===== config.mk =====
export PLATFORM = sky130hd
export DESIGN_NAME = mul_seq_flat
export DESIGN_NICKNAME = d
export VERILOG_FILES = /design/src/rtl/mul_seq_if.sv /design/src/rtl/mul_seq.sv /design/src/flat_wrapper.sv
export SDC_FILE = /design/constraint.sdc
export NUM_CORES = 1
export LEC_CHECK = 0
export CELL_PAD_IN_SITES_DETAIL_PLACEMENT = 1
export CELL_PAD_IN_SITES_GLOBAL_PLACEMENT = 1
export CORE_MARGIN = 2
export CORE_UTILIZATION = 40
export DETAILED_ROUTE_END_ITERATION = 6
export PLACE_DENSITY_LB_ADDON = 0.1
export SLEW_MARGIN = 5
export SYNTH_ARGS = -nofsm -noshare
export SYNTH_HDL_FRONTEND = slang
export SYNTH_SLANG_ARGS = --single-unit

===== constraint.sdc =====
create_clock -name clk -period 3.48 [get_ports clk]
set_clock_uncertainty 0.05 [all_clocks]
set_input_delay 0.87 -clock clk [delete_from_list [all_inputs] [get_ports clk]]
set_output_delay 0.87 -clock clk [all_outputs]
set_load 0.05 [all_outputs]

===== src/rtl/mul_seq_if.sv =====
// mul_seq_if: multiply-instruction handshake between decoder/regfile (master) and mul_seq (slave)
//   start, sgn, a, b           : instruction request and operands (master -> slave)
//   hold_pc, busy, done, w     : pipeline stall, occupancy, completion pulse, regfile write enable
//   product                    : 2N-bit result, valid while done=1 and held until the next accept
interface mul_seq_if #(parameter int N = 8);
  logic           start;
  logic           sgn;
  logic [N-1:0]   a;
  logic [N-1:0]   b;
  logic           hold_pc;
  logic           busy;
  logic           done;
  logic           w;
  logic [2*N-1:0] product;
  modport master (output start, sgn, a, b, input hold_pc, busy, done, w, product);
  modport slave (input start, sgn, a, b, output hold_pc, busy, done, w, product);
endinterface


===== src/rtl/mul_seq.sv =====
// mul_seq: sequential shift-add multiplier, N steps per instruction, signed or unsigned operands
//   clk, reset : clock and synchronous active-high reset
//   bus        : mul_seq_if slave (start/sgn/a/b in; hold_pc/busy/done/w/product out)
module mul_seq #(
  parameter int N = 8
) (
  input  logic     clk,
  input  logic     reset,
  mul_seq_if.slave bus
);
  localparam int CW = $clog2(N) + 1;
  typedef enum logic [1:0] {IDLE, RUN, DONE} state_t;
  state_t         state_q, state_d;
  logic [N-1:0]   acc_q, acc_d, mpr_q, mpr_d, mcd_q, mcd_d;
  logic [2*N-1:0] prod_q, prod_d;
  logic [CW-1:0]  cnt_q, cnt_d;
  logic           neg_q, neg_d, busy_q, done_q;
  logic [N:0]     sum;
  logic [2*N-1:0] shifted;
  logic           accept, last;
  // {acc, mpr} is the running product; each step adds the multiplicand into the upper half
  // when the multiplier LSB is set, then shifts the whole pair right by one.
  assign sum     = {1'b0, acc_q} + (mpr_q[0] ? {1'b0, mcd_q} : '0);
  assign shifted = {sum, mpr_q[N-1:1]};
  assign accept  = (state_q == IDLE) && bus.start;
  assign last    = cnt_q == CW'(N - 1);
  always_comb begin
    state_d = state_q;
    acc_d   = acc_q;
    mpr_d   = mpr_q;
    mcd_d   = mcd_q;
    prod_d  = prod_q;
    cnt_d   = cnt_q;
    neg_d   = neg_q;
    case (state_q)
      IDLE: if (bus.start) begin
        state_d = RUN;
        acc_d   = '0;
        cnt_d   = '0;
        mcd_d   = (bus.sgn && bus.a[N-1]) ? -bus.a : bus.a;
        mpr_d   = (bus.sgn && bus.b[N-1]) ? -bus.b : bus.b;
        neg_d   = bus.sgn && (bus.a[N-1] ^ bus.b[N-1]);
      end
      RUN: begin
        acc_d = shifted[2*N-1:N];
        mpr_d = shifted[N-1:0];
        cnt_d = cnt_q + CW'(1);
        if (last) begin
          state_d = DONE;
          prod_d  = neg_q ? -shifted : shifted;
        end
      end
      default: state_d = IDLE;
    endcase
  end
  always_ff @(posedge clk) begin
    if (reset) begin
      state_q <= IDLE;
      acc_q   <= '0;
      mpr_q   <= '0;
      mcd_q   <= '0;
      prod_q  <= '0;
      cnt_q   <= '0;
      neg_q   <= 1'b0;
      busy_q  <= 1'b0;
      done_q  <= 1'b0;
    end else begin
      state_q <= state_d;
      acc_q   <= acc_d;
      mpr_q   <= mpr_d;
      mcd_q   <= mcd_d;
      prod_q  <= prod_d;
      cnt_q   <= cnt_d;
      neg_q   <= neg_d;
      busy_q  <= state_d != IDLE;
      done_q  <= state_d == DONE;
    end
  end
  assign bus.hold_pc = accept || (state_q == RUN);
  assign bus.busy    = busy_q;
  assign bus.done    = done_q;
  assign bus.w       = done_q;
  assign bus.product = prod_q;
endmodule

===== src/flat_wrapper.sv =====
// flat-port wrapper written by rule: the top's interface ports become plain ports
module mul_seq_flat 
#(
  parameter int N = 8
)
  (clk, reset, bus_start, bus_sgn, bus_a, bus_b, bus_hold_pc, bus_busy, bus_done, bus_w, bus_product);
  mul_seq_if #(.N(N)) bus_i ();
  input  logic clk;
  input  logic reset;
  input wire logic [$bits(bus_i.start)-1:0] bus_start;
  input wire logic [$bits(bus_i.sgn)-1:0] bus_sgn;
  input wire logic [$bits(bus_i.a)-1:0] bus_a;
  input wire logic [$bits(bus_i.b)-1:0] bus_b;
  output wire logic [$bits(bus_i.hold_pc)-1:0] bus_hold_pc;
  output wire logic [$bits(bus_i.busy)-1:0] bus_busy;
  output wire logic [$bits(bus_i.done)-1:0] bus_done;
  output wire logic [$bits(bus_i.w)-1:0] bus_w;
  output wire logic [$bits(bus_i.product)-1:0] bus_product;
  assign bus_i.start = bus_start;
  assign bus_i.sgn = bus_sgn;
  assign bus_i.a = bus_a;
  assign bus_i.b = bus_b;
  assign bus_hold_pc = bus_i.hold_pc;
  assign bus_busy = bus_i.busy;
  assign bus_done = bus_i.done;
  assign bus_w = bus_i.w;
  assign bus_product = bus_i.product;
  mul_seq #(.N(N)) u_core (.clk(clk), .reset(reset), .bus(bus_i));
endmodule

# Word level (Yosys, flattened, before mapping)
# Index checks and enable logic that the tools add are counted.
# Widths: inputs -> output; s select.
[totals] regBits=49 inputBits=20 out_inout_bits=20 wordCells=43
[op_classes] add_sub_neg=5 n_eq_ne=4 mux=13 bitwise_logic=1 reduce_logical=11
[op_table] cell="$mux 8" count=5
[op_table] cell="$pmux 8 s2" count=2
[op_table] cell="$mux 16" count=1
[op_table] cell="$neg 16->16" count=1
[op_table] cell="$neg 8->8" count=2
[op_table] cell="$add 8x9->9" count=1
[op_table] cell="$pmux 4 s2" count=1
[op_table] cell="$reduce_and 2->1" count=3
[op_table] cell="$add 4x1->4 const B" count=1
[op_table] cell="$eq 4x3->1 const B" count=1
[op_table] cell="$logic_and 1x1->1" count=4
[op_table] cell="$mux 2" count=2
[op_table] cell="$mux 4" count=1
[op_table] cell="$pmux 2 s2" count=1
[op_table] cell="$reduce_bool 2->1" count=2
[op_table] cell="$eq 2x1->1 const B" count=1
[op_table] cell="$eq 2x2->1 const B" count=1
[op_table] cell="$logic_not 2->1" count=1
[op_table] cell="$ne 2x2->1 const B" count=1
[op_table] cell="$logic_or 1x1->1" count=1
[op_table] cell="$xor 1x1->1" count=1

# Depth between registers and ports, before layout
# Gate-level depths: netlist (run 1).
[depth] word_depth=4 mapped_depth=10 ltp_nobuf=9

# Least setup slack after synthesis (run 1)
# Ideal clock, no wire load.
[synth_timing] path_kind="register to register" from="register u_core.mpr_q[0]" to="register u_core.prod_q[15], in the netlist u_core.bus.product[15]" setup_time_ps=74 arrival_time_ps=2837 required_ps=3356 path_slack_ps=519 path_stages_with_launch=11 path_buffers=1 synth_period_minus_slack_ps=2961 cell_sequence="dfxtp_1 -> and2_1 -> ha_1 -> fa_1 -> a211oi_1 -> nor3_1 -> or3b_2 -> buf_2 -> or3_1 -> or3_1 -> a31oi_1"
[synth_between] elab_chain_len=4
[synth_rtl] element="from (decl)" line="mul_seq.sv:14" source="logic [N-1:0] acc_q, acc_d, mpr_q, mpr_d, mcd_q, mcd_d;"
[synth_rtl] element="from (signal assigned)" line="mul_seq.sv:70" source="mpr_q <= mpr_d;"
[synth_rtl] element="$mux 8 (*)" line="mul_seq.sv:23" source="assign sum = {1'b0, acc_q} + (mpr_q[0] ? {1'b0, mcd_q} : '0);"
[synth_rtl] element="$add 8x9->9 (*)" line="mul_seq.sv:23"
[synth_rtl] element="$neg 16->16" line="mul_seq.sv:50" source="prod_d = neg_q ? -shifted : shifted;"
[synth_rtl] element="$mux 16 (*)" line="mul_seq.sv:50"
[synth_rtl] element="to (signal assigned)" line="mul_seq.sv:72" source="prod_q <= prod_d;"
[synth_rtl] element="to (decl)" line="mul_seq.sv:15" source="logic [2*N-1:0] prod_q, prod_d;"
# Every way passes the cells marked *; elsewhere a longest branch is shown, timed or not.
# A chain may end at the register's enable or synchronous reset.

# Worst setup path after layout (run 1)
# Ends and elaborated chain as after synthesis.

==> results.toml, run 1 <==
[global_routing]
grt.total_usage = 0.195
antenna_found_initial = 0
grt_max_degree = 29
grt_pass1_wl_um = 11800
grt_remaining_overflow = 0
grt_pass1_vias = 2457

[synth]
synth_flop_cell = "dfxtp_1"
synth_fp_nets = 363
synth_seq_cells = 49
synthArstFlopShare = 0
synth_largest_area_cell = "dfxtp_1"
synth.avg_cell_area_um2 = 8.26
yosys.area.top_type_share = 0.360
synth_area_um2 = 2730
synthCells = 330
synthTopCellsByCount = "61 x nor2_1, 49 x dfxtp_1, 20 x nand2_1, 19 x a21oi_1, 18 x a211oi_1"
synthTopCellsByArea = "dfxtp_1 36%, nor2_1 8.4%, ha_1 5.5%"
seq_area_frac_synth = 0.360
ys_types = 47
synth_most_common_cell = "nor2_1"
yosysWarnings = 0
synth_edf_count = 0

[worst_setup_path]
critPathSlowestCell = "or3b_2"
endpoint_kind = "register"
critical_path_class = "register to register"
cp-start-kind = "register"
required_ns = 3.67
path_cells = "and2_1, ha_1, fa_1, a211oi_1, nor3_1, or3b_2, or3_1, or3_1, a31oi_1"
critPathArrivalTime_ns = 3.36
cpMostUsedCell = "or3_1"
max_stage_delay_ns = 0.53
worstPathMaxFanout = 9

[sta]
setup_viol = 0
rsz0062_at_grt = "no"
fmax_mhz = 315
fin_tns_setup_ns = 0
slew_headroom = 0.461
slew_violations = 0
timing.final.crit_share = 0.912
post-route-min-period_ns = 3.18
hold_violations = 0
worst_pin_slew_ns = 0.807

[final_layout]
finalInstanceArea_um2 = 3300
multi_input_area_um2 = 1630
final.fill_count = 817
finalNetCount = 397
area_growth_pct = 20.9
layout-drive-gt1-share = 0.0712
ff_latch_area_um2 = 981
antenna_cells = 0

[status]
status = "finished clean"

[floorplan]
ios = 40
die_h_um = 86.5
coreArea_um2 = 6680
initial_core_util = 0.408
dieArea_um2 = 7490
num_rows = 30
fp.dieW_um = 86.5

[place]
dpl-instance-area_um2 = 3210
gp_congestion = 0.749
detailed_place_hpwl_um = 5300
portBuffers = 39

[drt]
viasPerCell = 5.65
drtPass1Iterations = 5
routed_wl_um = 6910
postRouteAntennaNets = 0
vias = 2515
drt-wirelength-per-cell_um = 15.5
drcViolationCount = 0
drt_iter0_drc = 65

[power]
power_density_nw_per_um2 = 347
p_leak_nw = 1.23
vdd.ir_drop.worst_mv = 0.170

[worst_hold_path]
holdCritPathClass = "register to register"

[run]
max_cap_viol_count = 0

[clock_tree]
clk_latency_ns = 0.30
cts_buffer_depth = 2
cts_root_buffer = "clkbuf_8"
cts-resized-gates = 0
cts_setup_buffers = 0
cts_tree = "done"
h-tree-depth = 2
cts_buffers = 5
hold_buffers = 0
clk_pin_slew_ns = 0.10
cts_sinks = 49
## kinds of logic after synthesis
kind of cell             after synthesis  share of synthesized area
adder cells (fa/ha/maj)               13                     0.0624
XOR/XNOR                              25                     0.0803
multiplexers                           2                    0.00781
AND/OR/NAND/NOR                      130                      0.234
flip-flops                            49                      0.360
AO/OA/AOI/OAI                         84                      0.215
buffers and inverters                 27                     0.0409
## where the power goes
part / internal, mW / switching (mW)
Sequential: 0.579 / 0.0209
Clock: 0.143 / 0.205
Combinational: 0.0909 / 0.107
Total: 0.813 / 0.332
## layout by cell type, fill, tap and decap left out, types with 3 or more instances in the layout
| cell | synthesis | routed |
|---|---|---|
| or3b_2 | 3 | 3 |
| buf_4 | 1 | 5 |
| ha_1 | 12 | 12 |
| clkdlybuf4s50_1 | 0 | 38 |
| o211ai_1 | 3 | 3 |
| a22oi_1 | 9 | 9 |
| or4_4 | 4 | 4 |
| a211oi_1 | 18 | 18 |
| o21ai_0 | 8 | 8 |
| nor3_1 | 8 | 8 |
| clkbuf_8 | 0 | 5 |
| nor2_1 | 61 | 61 |
| or3_1 | 3 | 3 |
| nand3b_1 | 3 | 3 |
| dfxtp_1 | 49 | 49 |
| a31oi_1 | 4 | 4 |
| inv_1 | 9 | 9 |
| xnor2_1 | 8 | 8 |
| o31ai_1 | 5 | 5 |
| nand2_1 | 20 | 20 |
| a21oi_1 | 19 | 19 |
| nand3_1 | 3 | 3 |
| nor4_1 | 3 | 3 |
| and2_1 | 11 | 11 |
| xor2_1 | 17 | 17 |
| a222oi_1 | 6 | 6 |
## stage by stage
stage / cells / util / hold WS (ns) / power, mW / worst slack [ns]
floorplan: 330 / - / 0.382 / 0.736 / 0.519
global placement: 437 / 0.480 / 0.393 / 0.807 / 0.399
detailed placement: 437 / 0.480 / 0.399 / 0.812 / 0.346
CTS: 445 / 0.493 / 0.411 / 1.16 / 0.312
global route: 445 / 0.493 / 0.439 / 1.21 / 0.123
finish: 445 / 0.493 / 0.408 / 1.15 / 0.305
## worst paths after layout
check	from	end	slack, ns	depth (start not counted)
worst min-delay path	u_core.bus.product[9]$_SDFFE_PP0P_	u_core.bus.product[9]$_SDFFE_PP0P_	0.41	2
worst max-delay path	u_core.mpr_q[0]$_SDFFE_PP0P_	u_core.bus.product[15]$_SDFFE_PP0P_	0.30	9
worst max register to register	u_core.mpr_q[0]$_SDFFE_PP0P_	u_core.bus.product[15]$_SDFFE_PP0P_	0.30	9
worst min register to register	u_core.bus.product[9]$_SDFFE_PP0P_	u_core.bus.product[9]$_SDFFE_PP0P_	0.41	2
## metal layers
layer | routed length (um) | part of all wire | vias up | GRT usage
met1 | 3220 | 0.47 | 1207 | 0.255
met2 | 3450 | 0.50 | 40 | 0.341
met3 | 183 | 0.026 | 5 | 0.0324
li1 | - | - | 1263 | -
met4 | 56 | 0.0081 | 0 | 0.0384
met5 | 0 | 0 | - | 0
## layout make-up
cell class,instances,share of cell area
clock buffer,5,0.0209
clock inverter,3,0.00645
inverter,9,0.0103
multi-input combinational,254,0.495
sequential,49,0.298
tap,80,0.0304
timing repair buffer,45,0.139
## registers in the layout (all words and copies together), names as in the netlist
register	flops
u_core.neg_q	1
u_core.bus.product	16
u_core.mcd_q	8
u_core.mpr_q	8
u_core.acc_q	8
u_core.cnt_q	4
u_core.bus.busy	1
u_core.state_q	2
u_core.bus.done	1
## critical path: cells and delay by family (launching register included)
family / cells / cell delay [ns]
flip-flops: 1 / 0.37
AND/OR/NAND/NOR: 5 / 1.45
AO/OA/AOI/OAI: 2 / 0.62
adder cells (fa/ha/maj): 2 / 0.61
No activity file was read; power rests on OpenSTA's default activity.
==> run 2: changes to the inputs <==
==> constraint.sdc (replaced) <==
create_clock -name clk -period 3.48 [get_ports clk]
set_clock_uncertainty 0.05 [all_clocks]
set_input_delay 0.87 -clock clk [delete_from_list [all_inputs] [get_ports clk]]
set_output_delay 0.87 -clock clk [all_outputs]
set_load 0.02 [all_outputs]
==> results.toml, run 2 (same netlist as run 1, synthesis figures left out) <==
[drt]
drcViolationCount = 0
drt-wirelength-per-cell_um = 15.0
vias = 2474
viasPerCell = 5.53
drtPass1Iterations = 4
drt_iter0_drc = 50
postRouteAntennaNets = 0
routed_wl_um = 6710

[worst_setup_path]
worstPathMaxFanout = 4
path_cells = "clkdlybuf4s50_1, nor2_1, or2_2, inv_1, clkdlybuf4s50_1"
cpMostUsedCell = "clkdlybuf4s50_1"
max_stage_delay_ns = 0.60
cp-start-kind = "primary input"
critPathSlowestCell = "clkdlybuf4s50_1"
ff2ff_setup_slack_ns = 0.32
endpoint_kind = "output pin"
critical_path_class = "primary input to output pin"
critPathArrivalTime_ns = 2.41
required_ns = 2.56

[sta]
timing.final.crit_share = 0.956
setup_viol = 0
post-route-min-period_ns = 3.33
holdWs_ns = 0.406
hold_violations = 0
slew_violations = 0
slew_headroom = 0.508
fin_tns_setup_ns = 0
fmax_mhz = 301
rsz0062_at_grt = "no"
worst_pin_slew_ns = 0.738

[power]
vdd.ir_drop.worst_mv = 0.235
p_leak_nw = 1.22
power_density_nw_per_um2 = 342
fin_total_pwr_mw = 1.12

[clock_tree]
cts_tree = "done"
cts_setup_buffers = 0
hold_buffers = 0
clk_pin_slew_ns = 0.09
cts_buffers = 5
cts-resized-gates = 0
clk_latency_ns = 0.29
cts_root_buffer = "clkbuf_8"
cts_sinks = 49
h-tree-depth = 2
cts_buffer_depth = 2

[global_routing]
grt_remaining_overflow = 0
grt_pass1_vias = 2446
grt_max_degree = 24
antenna_found_initial = 0
grt.total_usage = 0.189
grt_pass1_wl_um = 11500

[final_layout]
mostFrequentLayoutCells = "61 x nor2_1, 49 x dfxtp_1, 39 x clkdlybuf4s50_1"
final_common_cell = "nor2_1"
antenna_cells = 0
largest_register_ffs = 16
layout-drive-gt1-share = 0.0708
area_growth_pct = 20.6
finalNetCount = 399

[floorplan]
dieArea_um2 = 7490
fp.dieW_um = 86.5
die_h_um = 86.5
num_rows = 30
initial_core_util = 0.408
ios = 40
coreArea_um2 = 6680

[place]
gp_congestion = 0.767
portBuffers = 39
detailed_place_hpwl_um = 5260

[run]
max_cap_viol_count = 0

[worst_hold_path]
holdCritPathClass = "register to register"

[status]
status = "finished clean"
==> run 2: cell count changes in the layout (fill, tap and decap cells not counted), sizes merged <==
cell,delta
buf,+1
clkbuf,+1
clkdlybuf4s50,+1
clkinv,-1
clkinvlp,+1
inv,-1
==> run 2: worst max-delay path, delay by kind of cell <==
family / cells / cell delay, ns
buffers and inverters: 3 / 1.20
and+or+nand+nor: 2 / 0.33
==> run 2: power breakdown <==
part	internal (mW)	switching, mW
clock network	0.142	0.191
logic	0.0893	0.101
registers	0.579	0.0211
total	0.810	0.313
==> run 2: final cells by class <==
| type | instances | area, um^2 |
|---|---|---|
| fillers | 804 | 3400 |
| inverters | 9 | 33.8 |
| clock buffers | 6 | 72.6 |
| repair buffers | 47 | 450 |
| well taps | 80 | 100 |
| flip-flops and latches | 49 | 981 |
| clock inverters | 2 | 15.0 |
| multi-input cells | 254 | 1630 |
==> run 2: worst paths after layout <==
path / endpoint / cells past startpoint / from
worst max-delay path: bus_hold_pc / 5 / bus_start
worst min-delay path: u_core.bus.product[9]$_SDFFE_PP0P_ / 2 / u_core.bus.product[9]$_SDFFE_PP0P_
worst max register to register: u_core.bus.product[15]$_SDFFE_PP0P_ / 9 / u_core.mpr_q[0]$_SDFFE_PP0P_
worst min register to register: u_core.bus.product[9]$_SDFFE_PP0P_ / 2 / u_core.bus.product[9]$_SDFFE_PP0P_
==> run 2: per-stage QoR <==
step	instances	utilization	area, um^2	worst slack, ns
after floorplan	330	-	2730	0.519
after global placement	439	0.479	3200	0.143
after detailed placement	439	0.479	3200	0.141
after CTS	447	0.492	3290	0.140
after global routing	447	0.492	3290	0.0814
final	447	0.492	3290	0.154
==> run 2: routing by layer <==
metal | share of wire | global-route usage
met4 | 0.0054 | 0.0270
met3 | 0.034 | 0.0267
met2 | 0.48 | 0.332
met5 | 0 | 0
met1 | 0.48 | 0.252
==> run 3: changes to the inputs <==
--- a/config.mk
+++ b/config.mk
@@ -10,6 +10,7 @@
 export CORE_MARGIN = 2
 export CORE_UTILIZATION = 40
 export DETAILED_ROUTE_END_ITERATION = 6
+export HOLD_SLACK_MARGIN = 0.06
 export PLACE_DENSITY_LB_ADDON = 0.1
 export SLEW_MARGIN = 5
 export SYNTH_ARGS = -nofsm -noshare
==> results of run 3 <==
Final layout, timing and power as in run 2 (identical DEF).
